<file path="config.mk">
export PLATFORM = sky130hd
export DESIGN_NAME = alu_seq
export DESIGN_NICKNAME = d
export VERILOG_FILES = /design/src/rtl/alu_seq_pkg.sv /design/src/rtl/alu_seq_comb.sv /design/src/rtl/alu_seq.sv
export SDC_FILE = /design/constraint.sdc
export NUM_CORES = 1
export LEC_CHECK = 0
export ABC_AREA = 0
export BUFFER_PORTS_ARGS = -buffer_cell sky130_fd_sc_hd__clkbuf_2
export CAP_MARGIN = 15
export CORE_MARGIN = 10
export CORE_UTILIZATION = 35
export CTS_CLUSTER_DIAMETER = 120
export DETAILED_ROUTE_END_ITERATION = 7
export PLACE_DENSITY_LB_ADDON = 0.1
export SETUP_SLACK_MARGIN = 0.02
export SYNTH_ARGS = -nofsm -noshare
export SYNTH_HDL_FRONTEND = slang
export SYNTH_SLANG_ARGS = --single-unit
</file>
<file path="constraint.sdc">
create_clock -name clk -period 4.2 [get_ports clk]
set_clock_uncertainty 0.2 [all_clocks]
set_input_delay 0.21 -clock clk [delete_from_list [all_inputs] [get_ports clk]]
set_output_delay 0.21 -clock clk [all_outputs]
set_load 0.02 [all_outputs]
</file>
<file path="src/rtl/alu_seq_pkg.sv">
// Shared definitions for the sequential ALU: opcodes, flag bit positions,
// controller state encoding and small opcode classification helpers.
package alu_seq_pkg;

  localparam logic [3:0] OP_ADD  = 4'h0;
  localparam logic [3:0] OP_ADC  = 4'h1;
  localparam logic [3:0] OP_SUB  = 4'h2;
  localparam logic [3:0] OP_SBB  = 4'h3;
  localparam logic [3:0] OP_SHL  = 4'h4;
  localparam logic [3:0] OP_SHR  = 4'h5;
  localparam logic [3:0] OP_AND  = 4'h6;
  localparam logic [3:0] OP_OR   = 4'h7;
  localparam logic [3:0] OP_NOT  = 4'h8;
  localparam logic [3:0] OP_XOR  = 4'h9;
  localparam logic [3:0] OP_NAND = 4'hA;
  localparam logic [3:0] OP_NOR  = 4'hB;
  localparam logic [3:0] OP_MUL  = 4'hC;
  localparam logic [3:0] OP_CMP  = 4'hD;

  localparam int F_C  = 0;
  localparam int F_B  = 1;
  localparam int F_Z  = 2;
  localparam int F_LT = 3;

  typedef enum logic [1:0] {
    S_IDLE = 2'd0,
    S_BUSY = 2'd1,
    S_DONE = 2'd2
  } state_t;

  function automatic logic is_shift(input logic [3:0] code);
    return (code == OP_SHL) || (code == OP_SHR);
  endfunction

  // Opcodes above CMP are reserved and leave LT untouched.
  function automatic logic is_reserved(input logic [3:0] code);
    return code > OP_CMP;
  endfunction

endpackage

</file>
<file path="src/rtl/alu_seq_comb.sv">
// Single-cycle datapath: add/sub with carry and borrow chaining, logic ops.
// Shifts return a unchanged (the zero-distance case); MUL and reserved give 0.
module alu_seq_comb
  import alu_seq_pkg::*;
#(
  parameter int WIDTH = 4
) (
  input  logic [WIDTH-1:0] a,
  input  logic [WIDTH-1:0] b,
  input  logic [3:0]       op,
  input  logic             c_in,
  input  logic             b_in,
  output logic [WIDTH-1:0] res,
  output logic             c_out,
  output logic             b_out
);

  logic [WIDTH:0] wide;

  // NOTE: every output of a combinational block gets a default first so no
  // path through the case leaves it unassigned and infers a latch.
  always_comb begin
    res   = '0;
    c_out = 1'b0;
    b_out = 1'b0;
    wide  = '0;
    case (op)
      OP_ADD: begin
        wide  = {1'b0, a} + {1'b0, b};
        res   = wide[WIDTH-1:0];
        c_out = wide[WIDTH];
      end
      OP_ADC: begin
        wide  = {1'b0, a} + {1'b0, b} + {{WIDTH{1'b0}}, c_in};
        res   = wide[WIDTH-1:0];
        c_out = wide[WIDTH];
      end
      // Borrow is the sign of the (WIDTH+1)-bit difference.
      OP_SUB, OP_CMP: begin
        wide  = {1'b0, a} - {1'b0, b};
        res   = wide[WIDTH-1:0];
        b_out = wide[WIDTH];
      end
      OP_SBB: begin
        wide  = {1'b0, a} - {1'b0, b} - {{WIDTH{1'b0}}, b_in};
        res   = wide[WIDTH-1:0];
        b_out = wide[WIDTH];
      end
      OP_SHL, OP_SHR: res = a;
      OP_AND:  res = a & b;
      OP_OR:   res = a | b;
      OP_NOT:  res = ~a;
      OP_XOR:  res = a ^ b;
      OP_NAND: res = ~(a & b);
      OP_NOR:  res = ~(a | b);
      default: res = '0;
    endcase
  end

endmodule

</file>
<file path="src/rtl/alu_seq.sv">
// Multi-cycle ALU with valid/ready handshakes, a chained carry/borrow flag
// register, iterative one-bit-per-cycle shifts and a shift-add multiplier.
module alu_seq
  import alu_seq_pkg::*;
#(
  parameter int WIDTH = 4
) (
  input  logic             clk,
  input  logic             rst_n,
  input  logic             in_valid,
  output logic             in_ready,
  input  logic [WIDTH-1:0] a,
  input  logic [WIDTH-1:0] b,
  input  logic [3:0]       op,
  output logic             out_valid,
  input  logic             out_ready,
  output logic [WIDTH-1:0] result,
  output logic [WIDTH-1:0] result_hi,
  output logic [3:0]       flags
);

  localparam int CW = $clog2(WIDTH + 1);

  state_t             state, next_state;
  logic [3:0]         op_q;
  logic               lt_q;
  logic [WIDTH-1:0]   shreg;
  logic [WIDTH-1:0]   mcand;
  logic [2*WIDTH-1:0] prod;
  logic [CW-1:0]      count;

  logic               accept, commit, long_op;
  logic [WIDTH-1:0]   comb_res;
  logic               comb_c, comb_b;
  logic [WIDTH-1:0]   shift_next;
  logic [WIDTH:0]     mul_sum;
  logic [2*WIDTH-1:0] prod_next;
  logic [3:0]         cur_op;
  logic               cur_lt;
  logic [WIDTH-1:0]   fin_res, fin_hi;
  logic [3:0]         new_flags;

  alu_seq_comb #(.WIDTH(WIDTH)) u_comb (
    .a     (a),
    .b     (b),
    .op    (op),
    .c_in  (flags[F_C]),
    .b_in  (flags[F_B]),
    .res   (comb_res),
    .c_out (comb_c),
    .b_out (comb_b)
  );

  assign long_op = (op == OP_MUL) || (is_shift(op) && (b != '0));

  // NOTE: sequential state is written with non-blocking assignments so every
  // register samples its inputs as they were before the clock edge.
  always_ff @(posedge clk or negedge rst_n) begin
    if (!rst_n) state <= S_IDLE;
    else        state <= next_state;
  end

  always_comb begin
    next_state = state;
    case (state)
      S_IDLE:  if (in_valid)          next_state = long_op ? S_BUSY : S_DONE;
      S_BUSY:  if (count == CW'(1))   next_state = S_DONE;
      S_DONE:  if (out_ready)         next_state = S_IDLE;
      default:                        next_state = S_IDLE;
    endcase
  end

  always_comb begin
    in_ready  = (state == S_IDLE);
    out_valid = (state == S_DONE);
    accept    = (state == S_IDLE) && in_valid;
    commit    = (state != S_DONE) && (next_state == S_DONE);
  end

  // One iteration step for each long operation.
  assign shift_next = (op_q == OP_SHL) ? (shreg << 1) : (shreg >> 1);
  assign mul_sum    = {1'b0, prod[2*WIDTH-1:WIDTH]} + (prod[0] ? {1'b0, mcand} : '0);
  assign prod_next  = {mul_sum, prod[WIDTH-1:1]};

  // Final result and flags, valid in the cycle that enters DONE.
  always_comb begin
    cur_op  = (state == S_IDLE) ? op : op_q;
    cur_lt  = (state == S_IDLE) ? (a < b) : lt_q;
    fin_res = comb_res;
    fin_hi  = '0;
    if (state == S_BUSY) begin
      if (op_q == OP_MUL) {fin_hi, fin_res} = prod_next;
      else                fin_res = shift_next;
    end
    new_flags        = flags;
    new_flags[F_Z]   = (fin_res == '0) && (fin_hi == '0);
    if (!is_reserved(cur_op))                 new_flags[F_LT] = cur_lt;
    if (cur_op inside {OP_ADD, OP_ADC})       new_flags[F_C]  = comb_c;
    if (cur_op inside {OP_SUB, OP_SBB, OP_CMP}) new_flags[F_B] = comb_b;
  end

  always_ff @(posedge clk or negedge rst_n) begin
    if (!rst_n) begin
      op_q      <= '0;
      lt_q      <= 1'b0;
      shreg     <= '0;
      mcand     <= '0;
      prod      <= '0;
      count     <= '0;
      result    <= '0;
      result_hi <= '0;
      flags     <= '0;
    end else begin
      if (accept) begin
        op_q  <= op;
        lt_q  <= (a < b);
        shreg <= a;
        mcand <= a;
        prod  <= {{WIDTH{1'b0}}, b};
        // Shift distance saturates at WIDTH; MUL always iterates WIDTH times.
        count <= ((op == OP_MUL) || (b >= WIDTH'(WIDTH))) ? CW'(WIDTH) : CW'(b);
      end else if (state == S_BUSY) begin
        count <= count - CW'(1);
        shreg <= shift_next;
        prod  <= prod_next;
      end
      if (commit) begin
        result    <= fin_res;
        result_hi <= fin_hi;
        flags     <= new_flags;
      end
    end
  end

endmodule

</file>
Yosys cells after proc, flatten, opt, wreduce, memory -nomap -nowiden:

Index checks and enable logic that the tools add are counted.
W data, S select, Z words.

* register bits after elaboration: 38
* input port bits: 16
* output and inout bits: 14
* word-level logic and storage cells: 97

* $add $sub $neg: 6
* order comparisons: 3
* eq/ne operators: 24
* multiplexer cells: 23
* bitwise logic cells: 7
* reduce and logical (&&, ||, !) cells: 21

Operators with widths (number)
* $pmux W4 S11: 1
* $mux W4: 9
* $eq A4 B4 Y1 const B: 8
* $eq A4 B3 Y1 const B: 5
* $eq A4 B2 Y1 const B: 4
* $logic_not A4 Y1: 4
* $mux W8: 2
* $not A4 Y4: 3
* $add A4 B4 Y5: 2
* $mux W3: 3
* $eq A4 B1 Y1 const B: 2
* $mux W2: 4
* $pmux W2 S3: 1
* $reduce_and A2 Y1: 3
* $add A5 B1 Y5: 1
* $sub A4 B4 Y5: 1
* $sub A5 B1 Y5: 1
* $and A4 B4 Y4: 1
* $eq A2 B2 Y1 const B: 2
* $ge A4 B3 Y1 const B: 1
* $gt A4 B4 Y1 const B: 1
* $logic_and A1 B1 Y1: 4
* $lt A4 B4 Y1: 1
* $or A4 B4 Y4: 1
* other kinds (14): 19

Longest topological paths before layout:

Gate-level depths: netlist (run 1).

* depth after elaboration: 10
* mapped depth: 10
* gate-level depth less buffers: 10

Modules after synthesis:

From an unflattened synthesis (run 1), not the netlist that was laid out.

* cells, all modules: 366
* area total of the unflattened synthesis: 3106.7 um^2

Modules (own cells, without submodules)
* alu_seq: times used 1, cells each 234, area an instance 2149.6 um^2, seq. area each 950.9 um^2
* alu_seq_comb: times used 1, cells each 132, area an instance 957.2 um^2, seq. area each 0.0 um^2

Least setup slack after synthesis (run 1):

OpenSTA, ideal clock, no wires.

* path type: input to register
* from: input a[0]
* to: register flags[2]
* data arrival time: 2.239 ns
* data required time: 3.908 ns
* slack: 1.669 ns
* cell stages on the path: 9
* path through: ha_1 -> fa_1 -> ha_1 -> mux2_2 -> o211ai_1 -> a21oi_1 -> o32ai_2 -> nand4_1 -> o31ai_2

* word-level cells in the longest chain between the ends: 6
* elaborated cells between the ends (all ways): 14
* classes of those cells: 4 x add/sub; 2 x mux; 6 x bitwise; 2 x reduce/logical

Ends and longest elaborated chain
* start, declared: RTL line alu_seq.sv:12 `input logic [WIDTH-1:0] a,`
* $sub A4 B4 Y5 (tied with other cells): RTL line alu_seq_comb.sv:40, alu_seq_comb.sv:45
* $sub A5 B1 Y5 (tied with other cells): RTL line alu_seq_comb.sv:45 `wide = {1'b0, a} - {1'b0, b} - {{WIDTH{1'b0}}, b_in};`
* $pmux W4 S11 (*): RTL line alu_seq_comb.sv:27 `case (op)`
* $mux W4 (*): RTL line alu_seq.sv:91 `if (state == S_BUSY) begin`
* $logic_not A4 Y1 (*): RTL line alu_seq.sv:96 `new_flags[F_Z] = (fin_res == '0) && (fin_hi == '0);`
* $logic_and A1 B1 Y1 (*): RTL line alu_seq.sv:96
* end signal, assigned: RTL line alu_seq.sv:130 `flags <= new_flags;`
* end, declared: RTL line alu_seq.sv:19 `output logic [3:0] flags`

Every way passes the cells marked *; elsewhere a longest branch is shown, timed or not.
A chain may end at the register's enable or synchronous reset.

Final worst setup path (run 1):

* from: input in_valid
* to: register flags[3]

* word-level cells in the longest chain between the ends: 5

Ends and longest elaborated chain
* start, declared: RTL line alu_seq.sv:10 `input logic in_valid,`
* $mux W2: RTL line alu_seq.sv:66 `S_IDLE: if (in_valid) next_state = long_op ? S_BUSY : S_DONE;`
* $pmux W2 S3: RTL line alu_seq.sv:65 `case (state)`
* $eq A2 B2 Y1: RTL line alu_seq.sv:77 `commit = (state != S_DONE) && (next_state == S_DONE);`
* $logic_and A1 B1 Y1: RTL line alu_seq.sv:77
* $reduce_and A2 Y1 (no source line)

No other way between the ends.

==> reports/results.ini, run 1 <==
[pwr]
powerDensity_mw_per_mm2 = 547
ir_drop_uv = 207
switching_share_pct = 44.4
internal_power_mw = 1.02
p_seq_share_pct = 36.5
power_frac_clock_pct = 17.2
comb_power_share_pct = 46.3
totalPowerFinal_mw = 1.84
p_leak_nw = 1.55
power_switching_mw = 0.815

[clock_network]
clock_latency_ns = 0.30
cts_sinks = 38
cts_buffer_depth = 2
htreeDepth = 2
cts_buffers = 5
path_clk_slew_ns = 0.08
cts_tree = done
clock-root-buffer = clkbuf_8
cts_setup_buffers = 0

[final_layout]
final_nets = 405
diodes = 0
fillers = 889
seq_area_um2 = 951
multi_input_comb_area_mm2 = 0.00190
area.growth.synth_to_final_pct = 10.4
drive_above_1_share_pct = 15.3
fin_util_pct = 40.3

[yosys]
synth_top_area_share_pct = 31.3
ys_warn_count = 0
async_flop_share_pct = 100
syn_area_mm2 = 0.00304
seq_area_frac_synth_pct = 31.3
synthSimpleGateAreaFrac_pct = 20.1
synth_xor_area_share_pct = 4.03
synthTopCellsByCount = 38 x dfrtp_1, 37 x nand2_1, 25 x nor2_1
synth_fa_ha_area_share_pct = 11.0
avgSynthCellArea_um2 = 8.82
syn_nets = 386
synth_top_family_by_area = compound AO/OA/AOI/OAI gates
synth_area_leader_cell = dfrtp_1
netlist_instances = 345
muxShareOfSynthArea_pct = 4.89
synthFlopType = dfrtp_1
synth_compound_gate_area_share_pct = 22.4
ys_seq_elements = 38
synth.most_common_cell = dfrtp_1
synth-edff-count = 0
synth_cell_types = 64
ys_top_cells_by_area = dfrtp_1 31%, ha_1 9.0%, nand2_1 4.6%

[floorplan]
rows = 33
coreArea_mm2 = 0.00834
io_pins = 30
die_w_um = 113
dieArea_mm2 = 0.0128
die_h_um = 113
initial_core_util_pct = 36.5

[setup_path]
cp-start-kind = input port
cp.required_ns = 4.20
worstSetupPathType = input port to flop
worstPathMaxFanout = 17
crit_arrival_ns = 2.74
r2r_slack_ns = 1.48
endpoint_kind = flop

[place]
portBuffers = 29
hpwlAfterDp_um = 6910
gp_congestion = 0.912

[timing]
fin_crit_sh_pct = 65.3
setup-tns-final_ns = 0
timing.hold.ws_ns = 0.0392
finalSetupViolCount = 0
rsz0062_at_grt = false
hold_viol = 0
drv_slew = 0
min_period_ns = 2.74
slew_headroom_pct = 32.6
max_freq_ghz = 0.364
tightest_slew_ns = 1.01

[run_status]
status = completed

[grt]
grt-ovfl-total = 0
grt_max_degree = 39
grt_pass1_wl_um = 14600
grt_use_total_pct = 14.0
antenna_found_initial = 0
grt_pass1_vias = 2620

[route]
viasPerCell = 5.57
dr.pass1.iters = 4
wl_per_cell_um = 19.3
drt_iter0_drc = 196
drc = 0
ant_nets = 0
num_vias = 2616
finalWirelength_um = 9070

[flow_run]
max-cap-violations = 0

[hold_path]
hold_class = input port to flop

==> worst paths after layout <==
kind	start	cells past startpoint	endpoint
setup / recovery	in_valid	9	flags[3]
min in group asynchronous	rst_n	2	flags[1]
hold reg to reg	mcand[0]	2	mcand[0]
max in group asynchronous	rst_n	2	shreg[2]
hold / removal	a[0]	3	mcand[0]
setup reg to reg	state[1]	7	flags[3]
==> registers in the layout, summed over array words and instances, names as in the netlist <==
register and cells:
state 2, shreg 4, result 4, lt_q 1, op_q 4, flags 4
prod 8, result_hi 4, mcand 4, count 3
==> cells by family (layout without fill, tap and decap cells) <==
kind of cell | after synthesis | count (layout)
simple gates | 121 | 121
fa+ha+maj | 25 | 25
compound gates | 96 | 96
buf+inv | 42 | 62
xor+xnor | 10 | 10
mux | 13 | 13
flops | 38 | 38
==> layer usage <==
metal  up-vias  wire (µm)  global-route usage [%]
met3         5        704                    3.65
met5         -          0                       0
li1       1285          -                       -
met1      1260       4300                    19.2
met4         0         56                    3.05
met2        66       4010                    21.5
==> cell usage in the layout, fill, tap and decap left out, drive strengths merged, types with 3 or more instances in the layout <==
master       instances
dfrtp               38
nand2               37
clkbuf              34
nor2                25
ha                  22
a21oi               21
inv                 19
o21ai               19
nand3               11
and2                 7
mux2i                7
nor2b                6
nand2b               6
a21o                 6
a31oi                6
xnor2                6
nor3                 5
o31ai                5
mux2                 5
a211oi               5
o21bai               4
a221o                4
nor3b                3
nand3b               3
a22oi                3
o211ai               3
or3                  3
o221ai               3
a32oi                3
fa                   3
dlygate4sd3          3
buf                  3
==> metrics by stage <==
| step | instances | worst slack (ns) | cell area, µm² |
|---|---|---|---|
| 2_1_floorplan | 345 | 1.67 | 3040 |
| 3_3_place_gp | 459 | 1.39 | 3220 |
| 3_5_place_dp | 459 | 1.34 | 3220 |
| 4_1_cts | 470 | 1.52 | 3360 |
| 5_1_grt | 470 | 1.37 | 3360 |
| 6_report | 470 | 1.46 | 3360 |
==> area by class of cell <==
cell class | count | share of cell area [%]
clock buffer | 5 | 2.05
clock inverter | 3 | 1.19
inverter | 19 | 2.12
multi-input combinational | 265 | 56.6
sequential | 38 | 28.3
tap | 105 | 3.91
timing repair buffer | 35 | 5.88
==> worst max-delay path, cell delays in order <==
cell	delay (ns)
dlygate4sd3_1	0.54
clkbuf_2	0.12
or3b_1	0.45
a211oi_2	0.38
o21bai_1	0.23
buf_4	0.25
a221oi_2	0.25
o311ai_1	0.17
o21a_1	0.13
==> power by group through the flow <==
| stage | registers [mW] | logic (mW) | clock network, mW |
|---|---|---|---|
| 6_report | 0.671 | 0.851 | 0.315 |
| 5_1_grt | 0.693 | 0.955 | 0.336 |
| 3_3_place_gp | 0.677 | 0.856 | 0 |
| 4_1_cts | 0.670 | 0.860 | 0.325 |
| 2_1_floorplan | 0.628 | 0.652 | 0 |
| 3_5_place_dp | 0.676 | 0.853 | 0 |
==> what timing repair did <==
action                                 4_1_cts  5_1_grt
resized for setup                            0        0
endpoints found under the hold margin       40        0
hold buffers                                 3        0
Note: power is estimated with default switching activity, not from simulation.
==> run 2: changes to the inputs <==
- clock period: 4.2 -> 2.3 ns (I/O delays scaled with it)
==> reports/results.ini, run 2 (synthesized netlist as in run 1, its figures left out) <==
[grt]
grt_use_total_pct = 14.9
antenna_found_initial = 0
grt_max_degree = 25
grt-ovfl-total = 0
grt_pass1_wl_um = 15600
grt_pass1_vias = 2948

[place]
hpwlAfterDp_um = 7690
portBuffers = 29
gp_congestion = 0.917
dp_cells = 534
placed_area_mm2 = 0.00379

[floorplan]
die_w_um = 113
rows = 33
initial_core_util_pct = 36.5
io_pins = 30
coreArea_mm2 = 0.00834
die_h_um = 113
dieArea_mm2 = 0.0128

[timing]
hold_viol = 0
rsz0062_at_grt = true
drv_slew = 0
timing.final.ws_setup_ns = -0.0381
max_freq_ghz = 0.428
slew_headroom_pct = 54.1
finalSetupViolCount = 2
fin_crit_sh_pct = 102
min_period_ns = 2.34
setup-tns-final_ns = -0.0479
tightest_slew_ns = 0.686

[setup_path]
critical-path-slowest-cell = fa_2
crit_chain = buf_6, ha_4, fa_2, ha_4, mux2_4, o211ai_1, a21oi_2, o32ai_2, nand4_1, o31ai_2
cp-start-kind = input port
endpoint_kind = flop
cpPeakStageDelay_ns = 0.58
crit_arrival_ns = 2.35
cp_num_buf_inv = 1
worstPathMaxFanout = 5
cp.required_ns = 2.31
crit_top_cell = ha_4
worstSetupPathType = input port to flop
critical_path.top_delay_family = adder cells

[pwr]
comb_power_share_pct = 56.2
internal_power_mw = 2.31
power_frac_clock_pct = 14.6
totalPowerFinal_mw = 3.94
p_seq_share_pct = 29.2
switching_share_pct = 41.3
p_leak_nw = 1.97
ir_drop_uv = 442
power_switching_mw = 1.62
powerDensity_mw_per_mm2 = 944

[clock_network]
path_clk_slew_ns = 0.08
clock-root-buffer = clkbuf_8
cts_sinks = 38
htreeDepth = 2
clock_latency_ns = 0.30
cts_buffers = 5
cts_tree = done
cts_buffer_depth = 2

[route]
dr.pass1.iters = 5
ant_nets = 0
viasPerCell = 5.26
drt_iter0_drc = 161
finalWirelength_um = 9590
drc = 0
num_vias = 2901
wl_per_cell_um = 17.4

[final_layout]
final_nets = 486
mostFrequentLayoutCell = buf_4
final_cell_mix = 83 x buf_4, 37 x nand2_1, 37 x dfrtp_1
drive_above_1_share_pct = 35.9
multi_input_comb_area_mm2 = 0.00209
largest_reg_flops = 8
diodes = 0
largest_register = prod
fin_area_mm2 = 0.00417
fillers = 823
area.growth.synth_to_final_pct = 37.0
seq_area_um2 = 952
final_cells = 551

[flow_run]
max-cap-violations = 0

[hold_path]
hold_class = input port to flop

[run_status]
violations = negative setup slack
status = complete, but fails checks

==> run 2: cell types whose count changed in the layout (fill, tap and decap cells not counted), moves of 2 or more <==
cell,delta
a21oi_1,-3
ha_4,+5
buf_4,+80
ha_2,+2
fa_2,+3
mux2_2,-2
fa_1,-3
mux2_4,+2
buf_6,+2
xnor2_4,+2
a21oi_2,+3
xnor2_1,-2
clkbuf_2,-2
ha_1,-7
==> run 2: area by class of cell <==
type / count / area share, %
tap: 105 / 3.15
clock buffer: 5 / 1.65
clock inverter: 3 / 0.960
multi-input combinational: 265 / 50.0
inverter: 19 / 1.71
sequential: 38 / 22.8
timing repair buffer: 116 / 19.7
==> run 2: metrics by stage <==
| stage | setup WS [ns] | utilization [%] | hold WS [ns] |
|---|---|---|---|
| 2_1_floorplan | -0.121 | - | -0.381 |
| 3_3_place_gp | -0.404 | 45.5 | -0.176 |
| 3_5_place_dp | -0.409 | 45.5 | -0.173 |
| 4_1_cts | -0.0970 | 48.2 | 0.00174 |
| 5_1_grt | -0.191 | 50.0 | 0.0229 |
| 6_report | -0.0381 | 50.0 | 0.00711 |
==> run 2: metal layers <==
metal  routed length (µm)  up-vias  global-route usage [%]
li1                     -     1436                       -
met1                 4620     1393                    20.5
met2                 4420       66                    23.5
met3                  446        6                    3.38
met4                   94        0                    2.62
met5                    0        -                       0
==> run 2: path summary, 6_finish.rpt <==
path / startpoint / endpoint / depth (start not counted) / slack, ns
worst min register to register: mcand[3] / mcand[3] / 2 / 0.27
worst max-delay path: b[0] / flags[2] / 10 / -0.04
worst min-delay path: b[0] / count[0] / 4 / 0.007
worst max register to register: flags[0] / flags[2] / 8 / -0.04
max in group asynchronous: rst_n / prod[3] / 3 / 1.34
min in group asynchronous: rst_n / flags[1] / 2 / 0.02
==> run 2: worst min-delay path, delay by kind of cell <==
kind	cells	cell delay, ns
buffers and inverters	2	0.19
AOI/OAI and AO/OA	2	0.16
==> run 2: timing repair <==
item                                    in CTS  in global routing
endpoints found under the setup margin       5                  9
resized for setup                           13                 25
hold endpoints to repair                    40                  1
buffers inserted                             3                  2
pin swaps                                    8                  6
hold buffers                                 3                  1
==> run 2: power by group through the flow <==
stage               clock network [mW]  logic (mW)  registers, mW
floorplan                            0        1.19           1.15
global placement                     0        1.98           1.15
detailed placement                   0        1.99           1.15
CTS                              0.585        2.10           1.14
global route                     0.615        2.46           1.18
finish                           0.573        2.21           1.15
==> run 3: changes to the inputs <==
- PLACE_DENSITY: unset -> 0.61
- PLACE_DENSITY_LB_ADDON: 0.1 -> unset
- clock period: 2.3 -> 2.9 ns (I/O delays scaled with it)
==> reports/results.ini, run 3 (synthesized netlist as in run 1, its figures left out) <==
[floorplan]
rows = 33
dieArea_mm2 = 0.0128
die_h_um = 113
die_w_um = 113
coreArea_mm2 = 0.00834
io_pins = 30
initial_core_util_pct = 36.5

[place]
dp_worst_setup_slack_ns = 0.118
hpwlAfterDp_um = 6430
dp_cells = 463
gp_congestion = 0.974
portBuffers = 29

[clock_network]
cts_buffers = 5
cts_tree = done
cts_resized = 0
cts_sinks = 38
clock-root-buffer = clkbuf_8
clock_latency_ns = 0.29
htreeDepth = 2
cts_setup_buffers = 0
cts_buffer_depth = 2
path_clk_slew_ns = 0.08

[timing]
hold_viol = 2
timing.hold.ws_ns = -0.00529
fin_crit_sh_pct = 90.8
max_freq_ghz = 0.380
timing.final.ws_setup_ns = 0.267
finalSetupViolCount = 0
rsz0062_at_grt = false
slew_headroom_pct = 34.8
drv_slew = 0
min_period_ns = 2.63
setup-tns-final_ns = 0
tightest_slew_ns = 0.978

[route]
finalWirelength_um = 8500
num_vias = 2664
drt_iter0_drc = 221
drc = 0
wl_per_cell_um = 17.9
ant_nets = 0
viasPerCell = 5.62
dr.pass1.iters = 4

[grt]
grt_pass1_wl_um = 14100
grt-ovfl-total = 0
antenna_found_initial = 0
grt_pass1_vias = 2698
grt_max_degree = 39
use_met3_pct = 3.12
use_met2_pct = 21.2
grt_use_total_pct = 13.2
grt_busiest_layer = met2
grt_use_met1_pct = 17.7

[setup_path]
endpoint_kind = flop
worstSetupPathType = flop to flop
cp-start-kind = flop
cp.required_ns = 2.87
crit_arrival_ns = 2.60
worstPathMaxFanout = 5
r2r_slack_ns = 0.27

[final_layout]
largest_register = prod
final_cells = 474
largest_reg_flops = 8
final_nets = 410
area.growth.synth_to_final_pct = 10.8
drive_above_1_share_pct = 16.0
mostFrequentLayoutCell = dfrtp_1
fin_util_pct = 40.4
diodes = 0
final_cell_mix = 38 x dfrtp_1, 37 x nand2_1, 29 x clkbuf_2

[run_status]
violations = negative hold slack
status = complete, but fails checks

[hold_path]
hold_class = input port to flop

[pwr]
totalPowerFinal_mw = 2.57
powerDensity_mw_per_mm2 = 763
p_leak_nw = 1.56
ir_drop_uv = 504

[flow_run]
max-cap-violations = 0

-- run 3: cell types whose count changed in the layout (fill, tap and decap cells not counted), moves of 3 or more --
cell     previous run  this run
buf_4              83         7
fa_1                0         3
fa_2                3         0
ha_1               15        22
a21oi_2             3         0
a21oi_1            18        21
ha_4                5         0
-- run 3: area by class of cell --
class,instances,area (µm²)
Sequential cell,38,951
Multi-Input combinational cell,265,1900
Timing Repair Buffer,40,238
Tap cell,105,131
Clock buffer,5,68.8
Fill cell,848,4970
Clock inverter,2,10.0
Inverter,19,71.3
-- run 3: timing repair --
item | 4_1_cts | 5_1_grt
endpoints found under the setup margin | 0 | 0
hold endpoints to repair | 41 | 0
hold buffers | 4 | 0
-- run 3: power by group --
| part | switching, mW | leakage [nW] | internal [mW] | total, mW |
|---|---|---|---|---|
| clock | 0.185 | 0.0438 | 0.162 | 0.347 |
| combinational | 0.763 | 1.03 | 0.512 | 1.28 |
| sequential | 0.207 | 0.479 | 0.742 | 0.950 |
-- run 3: critical path, stage by stage, from the launching register on --
cell	delay (ns)
dfrtp_1	0.41
and2_1	0.16
ha_1	0.31
mux2i_1	0.16
nor3_1	0.12
a211oi_1	0.34
o221ai_1	0.18
o32a_1	0.37
mux2_2	0.27
-- run 3: per-layer routing --
metal | vias to the layer above | part of all wire, %
met5 | - | 0
met4 | 0 | 0.88
met2 | 81 | 46
met3 | 8 | 6.7
met1 | 1286 | 46
li1 | 1289 | -
-- run 3: path summary, 6_finish.rpt --
path | startpoint | end | cells past startpoint
worst min-delay path | a[3] | mcand[3] | 3
worst max-delay path | prod[0] | result[3] | 8
min in group asynchronous | rst_n | count[1] | 2
worst max register to register | prod[0] | result[3] | 8
max in group asynchronous | rst_n | result[2] | 2
worst min register to register | mcand[0] | mcand[0] | 2
-- run 3: per-stage QoR --
stage	hold slack, ns	area (µm²)
2_1_floorplan	-0.351	3040
3_3_place_gp	0.151	3250
3_5_place_dp	0.149	3250
4_1_cts	0.000814	3370
5_1_grt	0.0357	3370
6_report	-0.00529	3370
